$ cat src/rtl/stream_config_pkg.sv
// rtl/stream_config_pkg.sv - shared types and constants for stream reconfiguration
package stream_config_pkg;

  localparam int DEFAULT_TYPE_WIDTH = 4;

  typedef logic [DEFAULT_TYPE_WIDTH-1:0] type_t;

  typedef enum logic [1:0] {
    ERR_OK      = 2'b00,
    ERR_TIMEOUT = 2'b01,
    ERR_BAD_ID  = 2'b10
  } err_t;

  // Each stream owns a select register followed by a data-type register.
  localparam int REGS_PER_STREAM = 2;
  localparam int SELECT_OFFSET   = 0;
  localparam int TYPE_OFFSET     = 1;

  function automatic int min_width(input int n);
    return (n > 1) ? $clog2(n) : 1;
  endfunction

endpackage

$ cat src/rtl/stream_config_sequencer_if.sv
// rtl/stream_config_sequencer_if.sv - command, pause/idle, config-write and status bundle
interface stream_config_sequencer_if #(
  parameter int NUM_SELECT      = 4,
  parameter int NUM_STREAMS     = 4,
  parameter int TYPE_WIDTH      = 4,
  parameter int CONF_DATA_WIDTH = 64
);
  import stream_config_pkg::*;

  localparam int SELECT_WIDTH = min_width(NUM_SELECT);
  localparam int ID_WIDTH     = min_width(NUM_STREAMS);
  localparam int ADDR_WIDTH   = $clog2(REGS_PER_STREAM * NUM_STREAMS);

  logic                       cmd_valid;
  logic                       cmd_ready;
  logic [ID_WIDTH-1:0]        cmd_id;
  logic [SELECT_WIDTH-1:0]    cmd_select;
  logic [TYPE_WIDTH-1:0]      cmd_type;

  logic [NUM_STREAMS-1:0]     pause;
  logic [NUM_STREAMS-1:0]     idle;

  logic                       conf_valid;
  logic                       conf_ready;
  logic [ADDR_WIDTH-1:0]      conf_addr;
  logic [CONF_DATA_WIDTH-1:0] conf_data;

  logic                       rsp_valid;
  logic                       rsp_ready;
  logic [ID_WIDTH-1:0]        rsp_id;
  err_t                       rsp_error;

  // The sequencer side: it masters pause, the config bus and the status channel.
  modport master (
    input  cmd_valid, cmd_id, cmd_select, cmd_type,
    output cmd_ready,
    output pause,
    input  idle,
    output conf_valid, conf_addr, conf_data,
    input  conf_ready,
    output rsp_valid, rsp_id, rsp_error,
    input  rsp_ready
  );

  modport slave (
    output cmd_valid, cmd_id, cmd_select, cmd_type,
    input  cmd_ready,
    input  pause,
    output idle,
    input  conf_valid, conf_addr, conf_data,
    output conf_ready,
    input  rsp_valid, rsp_id, rsp_error,
    output rsp_ready
  );

endinterface

$ cat src/rtl/stream_quiesce_timer.sv
// rtl/stream_quiesce_timer.sv - bounded wait for a paused stream to drain
module stream_quiesce_timer #(
  parameter int TIMEOUT_CYCLES = 1024
) (
  input  logic clk,
  input  logic rst,
  input  logic start,
  input  logic clear,
  input  logic idle,
  output logic expired
);
  localparam int CW = (TIMEOUT_CYCLES > 1) ? $clog2(TIMEOUT_CYCLES) : 1;

  logic [CW-1:0] count;
  logic          running;

  // Loaded with TIMEOUT_CYCLES-1 so expiry lands on the last permitted wait cycle.
  always_ff @(posedge clk) begin
    if (rst || clear) begin
      count   <= '0;
      running <= 1'b0;
    end else if (start) begin
      count   <= CW'(TIMEOUT_CYCLES - 1);
      running <= 1'b1;
    end else if (running && !idle && (count != '0)) begin
      count <= count - CW'(1);
    end
  end

  assign expired = running && !idle && (count == '0);

endmodule

$ cat src/rtl/stream_config_sequencer.sv
// rtl/stream_config_sequencer.sv - pause a stream, rewrite its select/type registers, report status
module stream_config_sequencer #(
  parameter int NUM_SELECT      = 4,
  parameter int NUM_STREAMS     = 4,
  parameter int TYPE_WIDTH      = 4,
  parameter int CONF_DATA_WIDTH = 64,
  parameter int TIMEOUT_CYCLES  = 1024
) (
  input logic                        clk,
  input logic                        rst,
  stream_config_sequencer_if.master  bus
);
  import stream_config_pkg::*;

  localparam int SELECT_WIDTH = min_width(NUM_SELECT);
  localparam int ID_WIDTH     = min_width(NUM_STREAMS);
  localparam int ADDR_WIDTH   = $clog2(REGS_PER_STREAM * NUM_STREAMS);

  typedef enum logic [2:0] {
    IDLE,
    QUIESCE,
    WR_SEL,
    WR_TYPE,
    RESP
  } state_t;

  state_t                  state;
  state_t                  state_next;
  logic [ID_WIDTH-1:0]     id_q;
  logic [SELECT_WIDTH-1:0] select_q;
  logic [TYPE_WIDTH-1:0]   type_q;
  err_t                    err_q;
  err_t                    err_next;

  logic                    bad_id;
  logic                    stream_idle;
  logic                    timer_start;
  logic                    timer_clear;
  logic                    timer_expired;
  logic [ADDR_WIDTH-1:0]   sel_addr;
  logic [ADDR_WIDTH-1:0]   type_addr;

  assign bad_id      = int'(bus.cmd_id) >= NUM_STREAMS;
  assign stream_idle = bus.idle[id_q];
  assign sel_addr    = ADDR_WIDTH'(REGS_PER_STREAM * int'(id_q) + SELECT_OFFSET);
  assign type_addr   = ADDR_WIDTH'(REGS_PER_STREAM * int'(id_q) + TYPE_OFFSET);

  stream_quiesce_timer #(
    .TIMEOUT_CYCLES(TIMEOUT_CYCLES)
  ) u_timer (
    .clk    (clk),
    .rst    (rst),
    .start  (timer_start),
    .clear  (timer_clear),
    .idle   (stream_idle),
    .expired(timer_expired)
  );

  always_ff @(posedge clk) begin
    if (rst) begin
      state    <= IDLE;
      id_q     <= '0;
      select_q <= '0;
      type_q   <= '0;
      err_q    <= ERR_OK;
    end else begin
      state <= state_next;
      err_q <= err_next;
      if (state == IDLE && bus.cmd_valid) begin
        id_q     <= bus.cmd_id;
        select_q <= bus.cmd_select;
        type_q   <= bus.cmd_type;
      end
    end
  end

  // Outputs decode from state and latched fields only, so they hold under backpressure.
  always_comb begin
    state_next     = state;
    err_next       = err_q;
    timer_start    = 1'b0;
    timer_clear    = 1'b0;
    bus.cmd_ready  = 1'b0;
    bus.pause      = '0;
    bus.conf_valid = 1'b0;
    bus.conf_addr  = '0;
    bus.conf_data  = '0;
    bus.rsp_valid  = 1'b0;
    bus.rsp_id     = '0;
    bus.rsp_error  = ERR_OK;

    unique case (state)
      IDLE: begin
        bus.cmd_ready = 1'b1;
        if (bus.cmd_valid) begin
          if (bad_id) begin
            state_next = RESP;
            err_next   = ERR_BAD_ID;
          end else begin
            state_next  = QUIESCE;
            timer_start = 1'b1;
          end
        end
      end

      QUIESCE: begin
        bus.pause = NUM_STREAMS'(1) << id_q;
        if (stream_idle) begin
          state_next  = WR_SEL;
          timer_clear = 1'b1;
        end else if (timer_expired) begin
          state_next  = RESP;
          err_next    = ERR_TIMEOUT;
          timer_clear = 1'b1;
        end
      end

      WR_SEL: begin
        bus.pause      = NUM_STREAMS'(1) << id_q;
        bus.conf_valid = 1'b1;
        bus.conf_addr  = sel_addr;
        bus.conf_data  = CONF_DATA_WIDTH'(select_q);
        if (bus.conf_ready) begin
          state_next = WR_TYPE;
        end
      end

      WR_TYPE: begin
        bus.pause      = NUM_STREAMS'(1) << id_q;
        bus.conf_valid = 1'b1;
        bus.conf_addr  = type_addr;
        bus.conf_data  = CONF_DATA_WIDTH'(type_q);
        if (bus.conf_ready) begin
          state_next = RESP;
          err_next   = ERR_OK;
        end
      end

      RESP: begin
        bus.rsp_valid = 1'b1;
        bus.rsp_id    = id_q;
        bus.rsp_error = err_q;
        if (bus.rsp_ready) begin
          state_next = IDLE;
        end
      end

      default: begin
        state_next = IDLE;
      end
    endcase
  end

endmodule

$ cat src/flat_wrapper.sv
// flat-port wrapper written by rule: the top's interface ports become plain ports
module stream_config_sequencer_flat import stream_config_pkg::*;
#(
  parameter int NUM_SELECT      = 4,
  parameter int NUM_STREAMS     = 4,
  parameter int TYPE_WIDTH      = 4,
  parameter int CONF_DATA_WIDTH = 64,
  parameter int TIMEOUT_CYCLES  = 1024
)
  (clk, rst, bus_cmd_valid, bus_cmd_id, bus_cmd_select, bus_cmd_type, bus_cmd_ready, bus_pause, bus_idle, bus_conf_valid, bus_conf_addr, bus_conf_data, bus_conf_ready, bus_rsp_valid, bus_rsp_id, bus_rsp_error, bus_rsp_ready);
  stream_config_sequencer_if #(.NUM_SELECT(NUM_SELECT), .NUM_STREAMS(NUM_STREAMS), .TYPE_WIDTH(TYPE_WIDTH), .CONF_DATA_WIDTH(CONF_DATA_WIDTH)) bus_i ();
  input logic clk;
  input logic rst;
  input wire logic [$bits(bus_i.cmd_valid)-1:0] bus_cmd_valid;
  input wire logic [$bits(bus_i.cmd_id)-1:0] bus_cmd_id;
  input wire logic [$bits(bus_i.cmd_select)-1:0] bus_cmd_select;
  input wire logic [$bits(bus_i.cmd_type)-1:0] bus_cmd_type;
  output wire logic [$bits(bus_i.cmd_ready)-1:0] bus_cmd_ready;
  output wire logic [$bits(bus_i.pause)-1:0] bus_pause;
  input wire logic [$bits(bus_i.idle)-1:0] bus_idle;
  output wire logic [$bits(bus_i.conf_valid)-1:0] bus_conf_valid;
  output wire logic [$bits(bus_i.conf_addr)-1:0] bus_conf_addr;
  output wire logic [$bits(bus_i.conf_data)-1:0] bus_conf_data;
  input wire logic [$bits(bus_i.conf_ready)-1:0] bus_conf_ready;
  output wire logic [$bits(bus_i.rsp_valid)-1:0] bus_rsp_valid;
  output wire logic [$bits(bus_i.rsp_id)-1:0] bus_rsp_id;
  output wire logic [$bits(bus_i.rsp_error)-1:0] bus_rsp_error;
  input wire logic [$bits(bus_i.rsp_ready)-1:0] bus_rsp_ready;
  assign bus_i.cmd_valid = bus_cmd_valid;
  assign bus_i.cmd_id = bus_cmd_id;
  assign bus_i.cmd_select = bus_cmd_select;
  assign bus_i.cmd_type = bus_cmd_type;
  assign bus_cmd_ready = bus_i.cmd_ready;
  assign bus_pause = bus_i.pause;
  assign bus_i.idle = bus_idle;
  assign bus_conf_valid = bus_i.conf_valid;
  assign bus_conf_addr = bus_i.conf_addr;
  assign bus_conf_data = bus_i.conf_data;
  assign bus_i.conf_ready = bus_conf_ready;
  assign bus_rsp_valid = bus_i.rsp_valid;
  assign bus_rsp_id = bus_i.rsp_id;
  assign bus_rsp_error = bus_i.rsp_error;
  assign bus_i.rsp_ready = bus_rsp_ready;
  stream_config_sequencer #(.NUM_SELECT(NUM_SELECT), .NUM_STREAMS(NUM_STREAMS), .TYPE_WIDTH(TYPE_WIDTH), .CONF_DATA_WIDTH(CONF_DATA_WIDTH), .TIMEOUT_CYCLES(TIMEOUT_CYCLES)) u_core (.clk(clk), .rst(rst), .bus(bus_i));
endmodule
$ cat config.mk
export PLATFORM = sky130hd
export DESIGN_NAME = stream_config_sequencer_flat
export DESIGN_NICKNAME = d
export VERILOG_FILES = /design/src/rtl/stream_config_pkg.sv /design/src/rtl/stream_config_sequencer_if.sv /design/src/rtl/stream_quiesce_timer.sv /design/src/rtl/stream_config_sequencer.sv /design/src/flat_wrapper.sv
export SDC_FILE = /design/constraint.sdc
export NUM_CORES = 1
export LEC_CHECK = 0
export ABC_AREA = 1
export CAP_MARGIN = 15
export CORE_UTILIZATION = 36
export DETAILED_ROUTE_END_ITERATION = 7
export GPL_ROUTABILITY_DRIVEN = 0
export PLACE_DENSITY = 0.77
export SYNTH_ARGS = -nofsm -noshare
export SYNTH_HDL_FRONTEND = slang
export SYNTH_HIERARCHICAL = 1
export SYNTH_SLANG_ARGS = --single-unit
export TNS_END_PERCENT = 5
$ cat constraint.sdc
create_clock -name clk -period 1.4 [get_ports clk]
set_input_delay 0.42 -clock clk [delete_from_list [all_inputs] [get_ports clk]]
set_output_delay 0.42 -clock clk [all_outputs]
set_load 0.02 [all_outputs]
==> flow_metrics.tcl, run 1 <==
set metrics [dict create \
    status "finished, violations left" \
    violations "negative setup slack" \
    period_needed_ns 1.716 \
    initialDrtViolationCount 60 \
    max_freq_mhz 582.8 \
    cts_buffers 3 \
    ys_seq_elements 23 \
    syn2layout_area_growth_pct 35.44 \
    internal-power_uw 2833 \
    p_sw_uw 2670 \
    powerDensity_mw_per_mm2 2184 \
    finalHoldViolCount 0 \
    clk_pin_slew_ns 0.09 \
    stdcell_area_sq_mm 0.002520 \
    grt_start_max_net_pins 17 \
    fin_skew_ns 0.007343 \
    ios 95 \
    finalPower_uw 5503 \
    hp-class "reg -> reg" \
    grt_pass1_vias 1625 \
    grt_util_met2 0.3078 \
    arrival_ns 1.30 \
    yosys.cell_types.count 28 \
    die_w_um 73.89 \
    syn_area_sq_mm 0.001861 \
    cts-root-buf "clkbuf_8" \
    antenna_found_initial 0 \
    drv_cap 0 \
    fin_util 0.5197 \
    yosysWarnings 6 \
    die-height_um 73.89 \
    busiest_layer "met2" \
    synth_fa_ha_area_frac 0.006725 \
    end_kind "output port" \
    place_area_sq_mm 0.002362 \
    p_sw_frac 0.4852 \
    setup.worst_path.class "reg -> out" \
    diodes 0 \
    leakage_uw 0.001270 \
    via_per_inst 4.136 \
    grt_setup_unrepaired "true" \
    synth-compound-area-share 0.09348 \
    synth_top_family_by_area "buffers and inverters" \
    io_buffers 33 \
    drv_slew 0 \
    hpwl_mm 3.087 \
    cts_tree "yes" \
    clk_latency_ns 0.28 \
    overflow 0 \
    clock_path_buffers 2 \
    ir_worst_vdd_mv 1.036 \
    drive_gt1_frac 0.3380 \
    fin_nets 377 \
    crit_required_ns 0.98 \
    synth_xor_area_frac 0 \
    final_common_cell "conb_1" \
    core_sq_mm 0.004848 \
    use_met3 0.03018 \
    h-tree-depth 1 \
    clkPwrFrac 0.082 \
    die_area_sq_mm 0.005460 \
    worst_setup_path_start_kind "register" \
    path_max_fanout 6 \
    seqPwrFrac 0.192 \
    track_usage 0.1586 \
    routed_wl_mm 4.107 \
    syn_inst 281 \
    syn_area_per_cell_sq_um 6.621 \
    setup_ws_ns -0.3159 \
    ys_seq_area_frac 0.2475 \
    final_cell_mix "conb_1 (61), buf_4 (49), nand2_1 (45)" \
    initial_core_util 0.3837 \
    nFillCells 468 \
    setup_violations 40 \
    power_frac_comb 0.725 \
    num_vias 1758 \
    wl_per_cell_um 9.664 \
    drc 0 \
    clkSinkCount 23 \
    ant_nets 0 \
    min_period_over_period 1.226 \
    muxShareOfSynthArea 0 \
    drt-pass1-iter-count 4 \
    synth-simple-area-share 0.3167 \
    placementRows 25 \
    grt_first_pass_wirelength_mm 6.686 \
    use_met1 0.1669 \
]
[state kept, by name, summed over array words and instances, names as in the netlist]
name,flops
u_core/u_timer/count,10
u_core/state,3
u_core/err_q,1
u_core/select_q,2
u_core/u_timer/running,1
u_core/id_q,2
u_core/type_q,4
[Yosys cell counts (all sizes together)]
cell	number	area [sq um]
nand3b	1	7.510
nor2	32	147.6
o22ai	2	12.51
buf	62	469.2
nand2	60	276.5
a21oi	20	107.6
o21ai	10	53.80
clkinv	1	3.750
or2	1	6.260
conb	1	3.750
ha	1	12.51
dfxtp	23	460.4
nand3	23	120.1
nor3	5	25.02
clkbuf	2	12.51
nand4	1	6.260
inv	36	135.1
[metal layers]
layer / part of all wire / routed length (um)
met1: 0.38 / 1542
met2: 0.57 / 2338
met3: 0.043 / 175
met4: 0.012 / 51
met5: 0 / 0
[layout make-up]
cell class	instances	area (sq um)	area share
flip-flops and latches	23	466.7	0.1852
clock buffers	3	41.29	0.01639
inverters	37	143.9	0.05710
repair buffers	77	653.1	0.2592
clock inverters	1	5.005	0.001986
well taps	67	83.83	0.03327
multi-input cells	217	1126	0.4469
[power by group through the flow]
| stage | logic (uW) | clock network [uW] | registers (uW) |
|---|---|---|---|
| 6_report | 3990 | 453 | 1060 |
| 2_1_floorplan | 2410 | 0 | 1080 |
| 3_3_place_gp | 3590 | 0 | 1040 |
| 4_1_cts | 3890 | 462 | 1060 |
| 5_1_grt | 4430 | 478 | 1080 |
| 3_5_place_dp | 3680 | 0 | 1050 |
[path summary, 6_finish.rpt]
| kind | start | to | slack [ns] | depth (start not counted) |
|---|---|---|---|---|
| min reg2reg | u_core/type_q[0] | u_core/type_q[0] | 0.48 | 2 |
| min | u_core/type_q[0] | u_core/type_q[0] | 0.48 | 2 |
| max | u_core/state[1] | bus_conf_data[0] | -0.32 | 5 |
| max reg2reg | u_core/state[2] | u_core/u_timer/count[2] | -0.19 | 13 |
[cells by family (layout without fill, tap and decap cells)]
kind of cell    after synthesis  after routing
buf+inv                     101            118
flops                        23             23
fa+ha+maj                     1              1
other cells                   1             61
compound gates               32             32
simple gates                123            123
[worst max-delay path: stages, from the launching register on]
cell and delay, ns:
dfxtp_2 0.37, inv_2 0.07, nor2_4 0.18, nand2_4 0.12, o22ai_2 0.13, buf_6 0.14
[metrics by stage]
step / hold WS [ns] / worst slack [ns] / setup TNS (ns) / std cells
2_1_floorplan: 0.4295 / -0.1188 / -2.073 / 341
3_3_place_gp: 0.4403 / -0.5748 / -15.17 / 420
3_5_place_dp: 0.4447 / -0.5984 / -16.31 / 420
4_1_cts: 0.4598 / -0.3184 / -6.927 / 425
5_1_grt: 0.5037 / -0.3594 / -10.48 / 425
6_report: 0.4778 / -0.3159 / -7.318 / 425
[repair_timing]
action / CTS / global route
pin swaps: 10 / 3
hold buffers: 0 / 0
setup endpoints to repair: 40 / 40
gates cloned: 0 / 0
resized for setup: 115 / 18
setup buffers: 1 / 0
Note: power is estimated with default switching activity, not from simulation.
==> run 2, diff against run 1 <==
--- a/config.mk
+++ b/config.mk
@@ -11,6 +11,7 @@
 export DETAILED_ROUTE_END_ITERATION = 7
 export GPL_ROUTABILITY_DRIVEN = 0
 export PLACE_DENSITY = 0.77
+export SLEW_MARGIN = 20
 export SYNTH_ARGS = -nofsm -noshare
 export SYNTH_HDL_FRONTEND = slang
 export SYNTH_HIERARCHICAL = 1
==> results of run 2 <==
Same layout as run 1: the final DEF is identical, and so are final timing and power.
==> run 3, diff against run 2 <==
--- a/config.mk
+++ b/config.mk
@@ -7,10 +7,12 @@
 export LEC_CHECK = 0
 export ABC_AREA = 1
 export CAP_MARGIN = 15
-export CORE_UTILIZATION = 36
+export CELL_PAD_IN_SITES_DETAIL_PLACEMENT = 0
+export CELL_PAD_IN_SITES_GLOBAL_PLACEMENT = 1
+export CORE_UTILIZATION = 29
 export DETAILED_ROUTE_END_ITERATION = 7
 export GPL_ROUTABILITY_DRIVEN = 0
-export PLACE_DENSITY = 0.77
+export PLACE_DENSITY_LB_ADDON = 0.1
 export SLEW_MARGIN = 20
 export SYNTH_ARGS = -nofsm -noshare
 export SYNTH_HDL_FRONTEND = slang
==> constraint.sdc (replaced) <==
create_clock -name clk -period 2.2 [get_ports clk]
set_input_delay 0.66 -clock clk [delete_from_list [all_inputs] [get_ports clk]]
set_output_delay 0.66 -clock clk [all_outputs]
set_load 0.02 [all_outputs]
==> flow_metrics.tcl, run 3 (synthesized netlist as in run 1, its figures left out) <==
set metrics [dict create \
    status "finished clean" \
    syn2layout_area_growth_pct 14.19 \
    h-tree-depth 1 \
    grt_setup_unrepaired "true" \
    num_vias 1570 \
    routed_wl_mm 3.743 \
    arrival_ns 1.44 \
    antenna_found_initial 0 \
    worst_setup_path_start_kind "register" \
    drt-pass1-iter-count 4 \
    top_regs "u_core/u_timer/count (10), u_core/type_q (4), u_core/state (3)" \
    die-height_um 82.10 \
    min_period_over_period 0.9547 \
    stdcell_area_sq_mm 0.002125 \
    whs_path_depth 2 \
    top_register "u_core/u_timer/count" \
    grt_start_max_net_pins 19 \
    final_cell_mix "conb_1 (61), nand2_1 (51), inv_1 (31)" \
    track_usage 0.1185 \
    ios 95 \
    fin_util 0.3505 \
    ant_nets 0 \
    die_w_um 82.10 \
    tns_ns 0 \
    place_area_sq_mm 0.002126 \
    initial_core_util 0.3070 \
    end_kind "output port" \
    finalHoldViolCount 0 \
    overflow 0 \
    grt_first_pass_wirelength_mm 6.161 \
    ir_worst_vdd_mv 0.5385 \
    powerDensity_mw_per_mm2 1336 \
    via_per_inst 3.905 \
    crit_required_ns 1.54 \
    initialDrtViolationCount 74 \
    fin_nets 346 \
    period_needed_ns 2.100 \
    clock_path_buffers 2 \
    drv_slew 0 \
    cts-root-buf "clkbuf_8" \
    r2r_cells 12 \
    drive_gt1_frac 0.1529 \
    cts_buffers 3 \
    fin_skew_ns 0.001266 \
    hpwl_mm 3.016 \
    clk_pin_slew_ns 0.08 \
    setup.worst_path.class "reg -> out" \
    holdWs_ns 0.4591 \
    path_max_fanout 4 \
    busiest_layer "met2" \
    diodes 0 \
    die_area_sq_mm 0.006740 \
    hp-class "reg -> reg" \
    final_common_cell "conb_1" \
    clk_latency_ns 0.26 \
    io_buffers 33 \
    leakage_uw 0.001083 \
    largest_register_ffs 10 \
    grt_util_met2 0.2198 \
    max_freq_mhz 476.1 \
    clkSinkCount 23 \
    use_met3 0.03516 \
    cts_setup_buffers 0 \
    use_met1 0.1338 \
    grt_pass1_vias 1427 \
    cts_tree "yes" \
    drv_cap 0 \
    core_sq_mm 0.006061 \
    wl_per_cell_um 9.311 \
    setup_violations 0 \
    placementRows 28 \
    drc 0 \
]
## run 3: cell types whose count changed in the layout (fill, tap and decap cells not counted), moves of 5 or more
| cell | delta |
|---|---|
| buf_4 | -36 |
| nand2_2 | -5 |
| nor3_1 | +5 |
| clkbuf_2 | +9 |
| o21ai_0 | +7 |
| nand2_1 | +6 |
| inv_2 | -5 |
| o21ai_2 | -5 |
| buf_6 | -7 |
| inv_1 | +5 |
| nor3_2 | -5 |
## run 3: stage by stage
stage	setup WS [ns]	cells	power, uW
after CTS	0.03191	402	2888
after global routing	-0.06090	402	3167
after floorplan	0.3391	341	2201
after detailed placement	-0.05589	398	2644
after global placement	-0.06603	398	2657
final	0.09976	402	2838
## run 3: metal layers
metal	routed length [um]	vias up	part of all wire
li1	-	843	-
met3	195	2	0.052
met2	1923	43	0.51
met5	0	-	0
met1	1604	682	0.43
met4	19	0	0.0051
## run 3: what timing repair did
item,in CTS,in global routing
pin swaps,0,0
resized for setup,18,24
hold buffers,0,0
cloned,0,0
endpoints found under the setup margin,17,13
## run 3: final timing paths
kind	startpoint	endpoint	slack, ns
hold / removal	u_core/type_q[1]	u_core/type_q[1]	0.46
setup / recovery	u_core/state[2]	bus_pause[2]	0.1
hold reg to reg	u_core/type_q[1]	u_core/type_q[1]	0.46
setup reg to reg	u_core/u_timer/count[0]	u_core/u_timer/running	0.41
## run 3: final cells by class
cell class / count / area, sq um
Clock inverter: 1 / 5.005
Inverter: 37 / 138.9
Multi-Input combinational cell: 217 / 1007
Fill cell: 709 / 3936
Clock buffer: 3 / 41.29
Timing Repair Buffer: 46 / 377.9
Sequential cell: 23 / 460.4
Tap cell: 75 / 93.84
## run 3: critical path, stage by stage, from the launching register on
cell	delay (ns)
dfxtp_1	0.43
inv_1	0.06
nand3_1	0.11
inv_1	0.07
nor2_2	0.15
nor3_1	0.06
clkdlybuf4s15_1	0.28
## run 3: power by group
part           internal (uW)  switching, uW
clock                    126            140
combinational            668           1200
sequential               578            125
